File: src/rtl/bus_sequencer_pkg.sv
// Shared constants and types for the fetch/execute bus sequencer.
package bus_sequencer_pkg;

   localparam int unsigned STATE_W   = 3;
   localparam int unsigned BUS_SEL_W = 5;
   localparam int unsigned OPC_W     = 5;
   localparam int unsigned REG_IDX_W = 4;
   localparam int unsigned REG_N     = 16;
   localparam int unsigned IR_W      = 32;

   // FSM state encoding
   localparam logic [STATE_W-1:0] ST_IDLE = 3'd0;
   localparam logic [STATE_W-1:0] ST_T0   = 3'd1;
   localparam logic [STATE_W-1:0] ST_T1   = 3'd2;
   localparam logic [STATE_W-1:0] ST_T2   = 3'd3;
   localparam logic [STATE_W-1:0] ST_T3   = 3'd4;
   localparam logic [STATE_W-1:0] ST_T4   = 3'd5;
   localparam logic [STATE_W-1:0] ST_T5   = 3'd6;

   // Shared-bus source codes; R0..R15 map downward from 23
   typedef enum logic [BUS_SEL_W-1:0] {
      BUS_C      = 5'd0,
      BUS_INPORT = 5'd1,
      BUS_MDR    = 5'd2,
      BUS_PC     = 5'd3,
      BUS_ZLOW   = 5'd4,
      BUS_ZHIGH  = 5'd5,
      BUS_LO     = 5'd6,
      BUS_HI     = 5'd7,
      BUS_R0     = 5'd23
   } bus_src_e;

   // Opcodes: 0..OP_ALU_LAST are ALU operations
   localparam logic [OPC_W-1:0] OP_ALU_LAST = 5'd12;
   localparam logic [OPC_W-1:0] OP_MFHI     = 5'd16;
   localparam logic [OPC_W-1:0] OP_MFLO     = 5'd17;

   // Instruction fields occupying ir[31:15]
   typedef struct packed {
      logic [OPC_W-1:0]     opcode;
      logic [REG_IDX_W-1:0] ra;
      logic [REG_IDX_W-1:0] rb;
      logic [REG_IDX_W-1:0] rc;
   } ir_fields_t;

   // Bus code of general register r
   function automatic logic [BUS_SEL_W-1:0] reg_bus_code(input logic [REG_IDX_W-1:0] r);
      return BUS_SEL_W'(BUS_R0) - BUS_SEL_W'(r);
   endfunction

   // One-hot write enable for general register r
   function automatic logic [REG_N-1:0] reg_onehot(input logic [REG_IDX_W-1:0] r);
      logic [REG_N-1:0] v;
      v    = '0;
      v[r] = 1'b1;
      return v;
   endfunction

endpackage

File: src/rtl/bus_sequencer_if.sv
// Handshake, instruction and control-strobe bundle of the bus sequencer.
interface bus_sequencer_if;
   import bus_sequencer_pkg::*;

   logic                 start;
   logic                 mem_ready;
   logic [IR_W-1:0]      ir;
   logic [BUS_SEL_W-1:0] bus_sel;
   logic                 bus_drive;
   logic                 mar_in;
   logic                 pc_in;
   logic                 mdr_in;
   logic                 ir_in;
   logic                 y_in;
   logic                 z_in;
   logic                 inc_pc;
   logic                 mem_read;
   logic [REG_N-1:0]     reg_in;
   logic [OPC_W-1:0]     alu_op;
   logic                 busy;
   logic                 done;
   logic                 illegal;

   modport master (
      output start, mem_ready, ir,
      input  bus_sel, bus_drive, mar_in, pc_in, mdr_in, ir_in, y_in, z_in,
             inc_pc, mem_read, reg_in, alu_op, busy, done, illegal
   );

   modport slave (
      input  start, mem_ready, ir,
      output bus_sel, bus_drive, mar_in, pc_in, mdr_in, ir_in, y_in, z_in,
             inc_pc, mem_read, reg_in, alu_op, busy, done, illegal
   );

endinterface

File: src/rtl/bus_seq_decode.sv
// Combinational instruction field split and opcode classification.
module bus_seq_decode
   import bus_sequencer_pkg::*;
(
   input  logic [IR_W-1:0] ir,
   output ir_fields_t      fields,
   output logic            is_alu,
   output logic            is_mfhi,
   output logic            is_mflo
);

   // Low instruction bits carry no information for sequencing
   logic unused_low;
   assign unused_low = ^ir[14:0];

   // Field extraction and opcode classes
   assign fields  = ir_fields_t'(ir[31:15]);
   assign is_alu  = (ir[31:27] <= OP_ALU_LAST);
   assign is_mfhi = (ir[31:27] == OP_MFHI);
   assign is_mflo = (ir[31:27] == OP_MFLO);

endmodule

File: src/rtl/bus_sequencer.sv
// Fetch/execute control sequencer: Moore decodes of the FSM state, with
// mdr_in the only output that follows mem_ready combinationally in T1.
module bus_sequencer
   import bus_sequencer_pkg::*;
(
   input  logic          clk,
   input  logic          reset_n,
   bus_sequencer_if.slave bus
);

   logic [STATE_W-1:0] state_q, state_d;
   logic               first_q, first_d;   // first cycle of T1
   logic               skip_q, skip_d;     // T5 carries no strobes (MFHI/MFLO)

   ir_fields_t f;
   logic       is_alu, is_mfhi, is_mflo;

   logic [BUS_SEL_W-1:0] bus_sel_c;
   logic                 bus_drive_c, mar_in_c, pc_in_c, mdr_in_c, ir_in_c;
   logic                 y_in_c, z_in_c, inc_pc_c, mem_read_c;
   logic [REG_N-1:0]     reg_in_c;
   logic [OPC_W-1:0]     alu_op_c;
   logic                 busy_c, done_c, illegal_c;

   bus_seq_decode u_decode (
      .ir      (bus.ir),
      .fields  (f),
      .is_alu  (is_alu),
      .is_mfhi (is_mfhi),
      .is_mflo (is_mflo)
   );

   // State register with asynchronous abort to IDLE
   always_ff @(posedge clk or negedge reset_n) begin
      if (!reset_n) begin
         state_q <= ST_IDLE;
         first_q <= 1'b0;
         skip_q  <= 1'b0;
      end else begin
         state_q <= state_d;
         first_q <= first_d;
         skip_q  <= skip_d;
      end
   end

   // Next-state and per-state output decode
   always_comb begin
      state_d     = state_q;
      first_d     = first_q;
      skip_d      = skip_q;
      bus_sel_c   = '0;
      bus_drive_c = 1'b0;
      mar_in_c    = 1'b0;
      pc_in_c     = 1'b0;
      mdr_in_c    = 1'b0;
      ir_in_c     = 1'b0;
      y_in_c      = 1'b0;
      z_in_c      = 1'b0;
      inc_pc_c    = 1'b0;
      mem_read_c  = 1'b0;
      reg_in_c    = '0;
      alu_op_c    = '0;
      busy_c      = 1'b1;
      done_c      = 1'b0;
      illegal_c   = 1'b0;

      case (state_q)
         ST_IDLE: begin
            busy_c = 1'b0;
            if (bus.start) state_d = ST_T0;
         end
         ST_T0: begin
            bus_sel_c   = BUS_PC;
            bus_drive_c = 1'b1;
            mar_in_c    = 1'b1;
            inc_pc_c    = 1'b1;
            z_in_c      = 1'b1;
            first_d     = 1'b1;
            state_d     = ST_T1;
         end
         ST_T1: begin
            // PC reload happens once; stall cycles only keep the read going
            mem_read_c  = 1'b1;
            bus_sel_c   = BUS_ZLOW;
            pc_in_c     = first_q;
            bus_drive_c = first_q;
            first_d     = 1'b0;
            if (bus.mem_ready) begin
               mdr_in_c = 1'b1;
               state_d  = ST_T2;
            end
         end
         ST_T2: begin
            bus_sel_c   = BUS_MDR;
            bus_drive_c = 1'b1;
            ir_in_c     = 1'b1;
            state_d     = ST_T3;
         end
         ST_T3: begin
            if (is_alu) begin
               bus_sel_c   = reg_bus_code(f.rb);
               bus_drive_c = 1'b1;
               y_in_c      = 1'b1;
               skip_d      = 1'b0;
               state_d     = ST_T4;
            end else if (is_mfhi || is_mflo) begin
               bus_sel_c   = is_mfhi ? BUS_HI : BUS_LO;
               bus_drive_c = 1'b1;
               reg_in_c    = reg_onehot(f.ra);
               skip_d      = 1'b1;
               state_d     = ST_T5;
            end else begin
               illegal_c = 1'b1;
               state_d   = ST_IDLE;
            end
         end
         ST_T4: begin
            bus_sel_c   = reg_bus_code(f.rc);
            bus_drive_c = 1'b1;
            alu_op_c    = f.opcode;
            z_in_c      = 1'b1;
            state_d     = ST_T5;
         end
         ST_T5: begin
            done_c = 1'b1;
            if (!skip_q) begin
               bus_sel_c   = BUS_ZLOW;
               bus_drive_c = 1'b1;
               reg_in_c    = reg_onehot(f.ra);
            end
            skip_d  = 1'b0;
            state_d = ST_IDLE;
         end
         default: begin
            busy_c  = 1'b0;
            state_d = ST_IDLE;
         end
      endcase
   end

   // Drive the interface
   assign bus.bus_sel   = bus_sel_c;
   assign bus.bus_drive = bus_drive_c;
   assign bus.mar_in    = mar_in_c;
   assign bus.pc_in     = pc_in_c;
   assign bus.mdr_in    = mdr_in_c;
   assign bus.ir_in     = ir_in_c;
   assign bus.y_in      = y_in_c;
   assign bus.z_in      = z_in_c;
   assign bus.inc_pc    = inc_pc_c;
   assign bus.mem_read  = mem_read_c;
   assign bus.reg_in    = reg_in_c;
   assign bus.alu_op    = alu_op_c;
   assign bus.busy      = busy_c;
   assign bus.done      = done_c;
   assign bus.illegal   = illegal_c;

endmodule

File: src/flat_wrapper.sv
// flat-port wrapper written by rule: the top's interface ports become plain ports
module bus_sequencer_flat import bus_sequencer_pkg::*;
  (clk, reset_n, bus_start, bus_mem_ready, bus_ir, bus_bus_sel, bus_bus_drive, bus_mar_in, bus_pc_in, bus_mdr_in, bus_ir_in, bus_y_in, bus_z_in, bus_inc_pc, bus_mem_read, bus_reg_in, bus_alu_op, bus_busy, bus_done, bus_illegal);
  bus_sequencer_if bus_i ();
  input  logic clk;
  input  logic reset_n;
  input wire logic [$bits(bus_i.start)-1:0] bus_start;
  input wire logic [$bits(bus_i.mem_ready)-1:0] bus_mem_ready;
  input wire logic [$bits(bus_i.ir)-1:0] bus_ir;
  output wire logic [$bits(bus_i.bus_sel)-1:0] bus_bus_sel;
  output wire logic [$bits(bus_i.bus_drive)-1:0] bus_bus_drive;
  output wire logic [$bits(bus_i.mar_in)-1:0] bus_mar_in;
  output wire logic [$bits(bus_i.pc_in)-1:0] bus_pc_in;
  output wire logic [$bits(bus_i.mdr_in)-1:0] bus_mdr_in;
  output wire logic [$bits(bus_i.ir_in)-1:0] bus_ir_in;
  output wire logic [$bits(bus_i.y_in)-1:0] bus_y_in;
  output wire logic [$bits(bus_i.z_in)-1:0] bus_z_in;
  output wire logic [$bits(bus_i.inc_pc)-1:0] bus_inc_pc;
  output wire logic [$bits(bus_i.mem_read)-1:0] bus_mem_read;
  output wire logic [$bits(bus_i.reg_in)-1:0] bus_reg_in;
  output wire logic [$bits(bus_i.alu_op)-1:0] bus_alu_op;
  output wire logic [$bits(bus_i.busy)-1:0] bus_busy;
  output wire logic [$bits(bus_i.done)-1:0] bus_done;
  output wire logic [$bits(bus_i.illegal)-1:0] bus_illegal;
  assign bus_i.start = bus_start;
  assign bus_i.mem_ready = bus_mem_ready;
  assign bus_i.ir = bus_ir;
  assign bus_bus_sel = bus_i.bus_sel;
  assign bus_bus_drive = bus_i.bus_drive;
  assign bus_mar_in = bus_i.mar_in;
  assign bus_pc_in = bus_i.pc_in;
  assign bus_mdr_in = bus_i.mdr_in;
  assign bus_ir_in = bus_i.ir_in;
  assign bus_y_in = bus_i.y_in;
  assign bus_z_in = bus_i.z_in;
  assign bus_inc_pc = bus_i.inc_pc;
  assign bus_mem_read = bus_i.mem_read;
  assign bus_reg_in = bus_i.reg_in;
  assign bus_alu_op = bus_i.alu_op;
  assign bus_busy = bus_i.busy;
  assign bus_done = bus_i.done;
  assign bus_illegal = bus_i.illegal;
  bus_sequencer u_core (.clk(clk), .reset_n(reset_n), .bus(bus_i));
endmodule
File: config.mk
export PLATFORM = sky130hd
export DESIGN_NAME = bus_sequencer_flat
export DESIGN_NICKNAME = d
export VERILOG_FILES = /design/src/rtl/bus_sequencer_pkg.sv /design/src/rtl/bus_sequencer_if.sv /design/src/rtl/bus_seq_decode.sv /design/src/rtl/bus_sequencer.sv /design/src/flat_wrapper.sv
export SDC_FILE = /design/constraint.sdc
export NUM_CORES = 1
export LEC_CHECK = 0
export BUFFER_PORTS_ARGS = -buffer_cell sky130_fd_sc_hd__buf_2
export CORE_UTILIZATION = 35
export CTS_BUF_LIST = sky130_fd_sc_hd__clkbuf_16
export DETAILED_ROUTE_END_ITERATION = 8
export PLACE_DENSITY = 0.82
export SYNTH_ARGS = -nofsm -noshare
export SYNTH_HDL_FRONTEND = slang
export SYNTH_SLANG_ARGS = --single-unit
export TNS_END_PERCENT = 100
File: constraint.sdc
create_clock -name clk -period 1.5 [get_ports clk]
set_input_delay 0.075 -clock clk [delete_from_list [all_inputs] [get_ports clk]]
set_output_delay 0.075 -clock clk [all_outputs]
set_load 0.03 [all_outputs]
==> impl_metrics.toml, run 1 <==
[outcome]
status = "aborted with a tool error"
lastStage = "global routing (5_1_grt)"
stop_error = "[ERROR GRT-0232] Routing congestion too high. Check the congestion heatmap in the GUI."

[die]
ios = 74
rows = 16
die_y_um = 49.5
start_util_pct = 38.7
die_w_um = 49.5

[clocking]
cts-root-buf = "clkbuf_16"
numCtsBuffers = 3
clockBufferDepth = 2
clock-sinks = 5
htree_levels = 1

[place]
placed_area_um2 = 1340
dp.cells = 198
numPortBuffers = 58
hpwl_um = 2170
place_congestion = 0.774

[global_routing]
grt_max_degree = 19
antenna_found_initial = 1
grt_usage_pct = 57.3
grt.overflow.total = 1

[synthesis]
ys_warn_count = 0
ys.flop_type = "dfrtp_1"
yosys-top-cells-area = "dfrtp_1, nor3_1, nand2_1"
syn_area_per_cell_um2 = 7.31
synth_fp_nets = 144
async_reset_ff_share_pct = 100
yosys.area.top_type = "dfrtp_1"
syn-instance-count = 108
ys_ff_latch = 5
yosysTopAreaCellShare_pct = 15.8
seq_area_frac_synth_pct = 15.8
synth_edf_count = 0
yosysUniqueCellTypes = 39
syn_area_um2 = 790

[sta]
worst-ep-kind = "primary output"
worst_endpoint = "bus_reg_in[2]"
metrics by stage:
stage	setup WS, ps	TNS [ps]	hold WS (ps)
after floorplan	-188	-1710	-221
after global placement	-164	-2370	-114
after detailed placement	-225	-3360	-104
after CTS	-269	-5040	112
cell usage after synthesis, drive strengths merged, types with 2 or more instances:
library cell	number
inv	4
a21oi	7
nand2	12
o21ai	3
and3b	2
nand3	2
nor4	9
buf	7
clkbuf	2
nor2b	3
nand2b	7
dfrtp	5
nand3b	2
a211oi	2
and2	7
nor2	5
or2	2
nor3	9
nor3b	2
o311ai	2
cells by family after synthesis:
group | share of synthesized area, %
buffers and inverters | 8.40
AOI/OAI and AO/OA | 20.1
DFF | 15.8
and+or+nand+nor | 55.6
per-layer routing:
| layer | GRT overflow | GRT usage (%) |
|---|---|---|
| met5 | 0 | 0 |
| met4 | 0 | 60.0 |
| met3 | 0 | 23.5 |
| met2 | 1 | 90.2 |
| met1 | 0 | 54.4 |
what timing repair did:
action / in CTS
pin swaps: 27
gates cloned: 1
buffers inserted: 8
hold buffers: 1
hold endpoints to repair: 5
resized for setup: 81
setup endpoints to repair: 29
==> run 2, diff against run 1 <==
--- a/config.mk
+++ b/config.mk
@@ -6,10 +6,9 @@
 export NUM_CORES = 1
 export LEC_CHECK = 0
 export BUFFER_PORTS_ARGS = -buffer_cell sky130_fd_sc_hd__buf_2
-export CORE_UTILIZATION = 35
-export CTS_BUF_LIST = sky130_fd_sc_hd__clkbuf_16
+export CORE_UTILIZATION = 20
 export DETAILED_ROUTE_END_ITERATION = 8
-export PLACE_DENSITY = 0.82
+export PLACE_DENSITY_LB_ADDON = 0.15
 export SYNTH_ARGS = -nofsm -noshare
 export SYNTH_HDL_FRONTEND = slang
 export SYNTH_SLANG_ARGS = --single-unit
==> impl_metrics.toml, run 2 <==
[die]
dieArea_um2 = 4200
die_w_um = 64.8
start_util_pct = 21.2
die_y_um = 64.8
ios = 74
rows = 22
core_um2 = 3720

[place]
numPortBuffers = 58
place_congestion = 0.747
placed_area_um2 = 1370
hpwl_um = 2130

[worst_setup_path]
cp.arrival_ps = 1680
path_max_fanout = 5
endpoint_kind = "output port"
cp_data_required_time_ps = 1420
cp-start-kind = "flop"
worstSetupPathType = "reg2out"

[route]
first_pass_iters = 4
drt_iter0_drc = 36
totalWireLength_um = 3110
vias_per_cell = 4.80
drc = 0
ant_nets = 0
wl_per_cell_um = 13.1
vias = 1143

[sta]
fmaxAchievable_ghz = 0.569
postLayoutSetupSlackWorst_ps = -256
period_share_pct = 117
grt_setup_unrepaired = "true"
setup_violations = 26
finalHoldViolCount = 0
fin_crit_ps = 1760
worst_pin_slew_ps = 457
max_slew_margin_pct = 69.6
tns_ps = -4790
maxSlewViolCount = 0
finClkSkew_ps = 1.00

[outcome]
status = "complete, but fails checks"
violations = "negative setup slack"

[synthesis]
syn_area_um2 = 790
syn-instance-count = 108
yosys.area.top_type = "dfrtp_1"
yosys-top-cells-area = "dfrtp_1, nor3_1, nand2_1"
synth_edf_count = 0
syn_area_per_cell_um2 = 7.31
synth.most_common_cell = "nand2_1"
synth_fp_nets = 144
synth_common_cells = "nand2_1, nor3_1, and2_1, nand2b_1, nor4_1"
ys_ff_latch = 5
yosysUniqueCellTypes = 39
yosysTopAreaCellShare_pct = 15.8
async_reset_ff_share_pct = 100
ys.flop_type = "dfrtp_1"
seq_area_frac_synth_pct = 15.8
ys_warn_count = 0

[power_and_ir_drop]
p_total_mw = 2.91
vdd_drop_max_mv = 1.03
power_leakage_nw = 0.933
power_density_nw_per_um2 = 1490

[global_routing]
grt_pass1_wl_um = 4750
grt_usage_pct = 14.2
antenna_found_initial = 0
grt_max_degree = 13
grt.overflow.total = 0
grt_pass1_vias = 1014

[finish]
layout_common_cells = "buf_6, buf_4, buf_2, nor4_4, nand2_1"
post-route-cell-area_um2 = 1950
drive_above_1_share_pct = 71.6
fill_cells = 339
final_nets = 227
largest_register_ffs = 3
area_growth_pct = 147
largestRegisters = "u_core.state_q: 3 flops, u_core.first_q: 1 flops, u_core.skip_q: 1 flops"
largest-register = "u_core.state_q"
n_antenna_cell = 0
final_common_cell = "buf_6"

[clocking]
clock-sinks = 5
numCtsBuffers = 3
clock_latency_ps = 220
clockBufferDepth = 2
cts_tree = "built"
clk_pin_slew_ps = 30
htree_levels = 1
cts-root-buf = "clkbuf_8"

[job]
maxCapViolations = 0

[min_path]
hold_class = "in2reg"
[run 2: cell counts after synthesis]
Identical to the previous run, type by type.
[run 2: final timing paths]
kind / from / end / slack (ps) / cells past startpoint
setup / recovery: u_core.state_q[0]$_DFFE_PN0P_ / bus_reg_in[8] / -260 / 6
hold / removal: bus_mem_ready / u_core.state_q[0]$_DFFE_PN0P_ / 130 / 3
setup reg to reg: u_core.state_q[2]$_DFFE_PN0P_ / u_core.state_q[0]$_DFFE_PN0P_ / 170 / 6
hold reg to reg: u_core.first_q$_DFFE_PN0P_ / u_core.first_q$_DFFE_PN0P_ / 560 / 1
max in group asynchronous: reset_n / u_core.state_q[0]$_DFFE_PN0P_ / 1180 / 2
min in group asynchronous: reset_n / u_core.skip_q$_DFFE_PN0P_ / 190 / 2
[run 2: where the power goes]
part | leakage (nW) | total, mW | internal (mW) | switching [mW]
logic | 0.847 | 2.42 | 1.15 | 1.27
registers | 0.0629 | 0.248 | 0.198 | 0.0502
clock network | 0.0228 | 0.246 | 0.182 | 0.0634
total | 0.933 | 2.91 | 1.53 | 1.38
[run 2: area by class of cell]
| cell class | instances | area (um^2) | area share (%) |
|---|---|---|---|
| repair buffers | 87 | 790 | 40.5 |
| well taps | 48 | 60.1 | 3.08 |
| multi-input cells | 90 | 915 | 46.9 |
| flip-flops and latches | 5 | 125 | 6.42 |
| clock buffers | 4 | 45.0 | 2.31 |
| inverters | 4 | 15.0 | 0.770 |
[run 2: kinds of logic after synthesis]
group,share of synthesized area [%]
simple gates,55.6
compound gates,20.1
buf+inv,8.40
flops,15.8
[run 2: stage by stage]
step	cells	utilization [%]	setup WS (ps)	hold slack, ps
floorplan	108	-	-188	-221
global placement	218	36.9	-184	-110
detailed placement	218	36.9	-235	-106
CTS	238	49.9	-269	126
global route	238	52.5	-331	151
finish	238	52.5	-256	134
[run 2: metal layers]
layer,up-vias,part of all wire [%],GRT usage [%]
met5,-,0,0
met1,546,45,19.0
met4,0,0,2.78
met3,0,4.4,2.29
li1,564,-,-
met2,33,51,24.0
[run 2: critical path: stages, from the launching register on]
cell	delay, ps
dfrtp_1	390
buf_6	130
and2b_2	240
nand2b_1	100
buf_6	160
nor4_4	270
buf_6	170
[run 2: timing repair]
action,4_1_cts,5_1_grt
endpoints found under the setup margin,28,35
buffers inserted,14,1
hold buffers,1,0
gates cloned,1,0
pin swaps,24,5
endpoints found under the hold margin,5,0
gates resized for setup,78,32
Power figures use the tool's default switching activity.
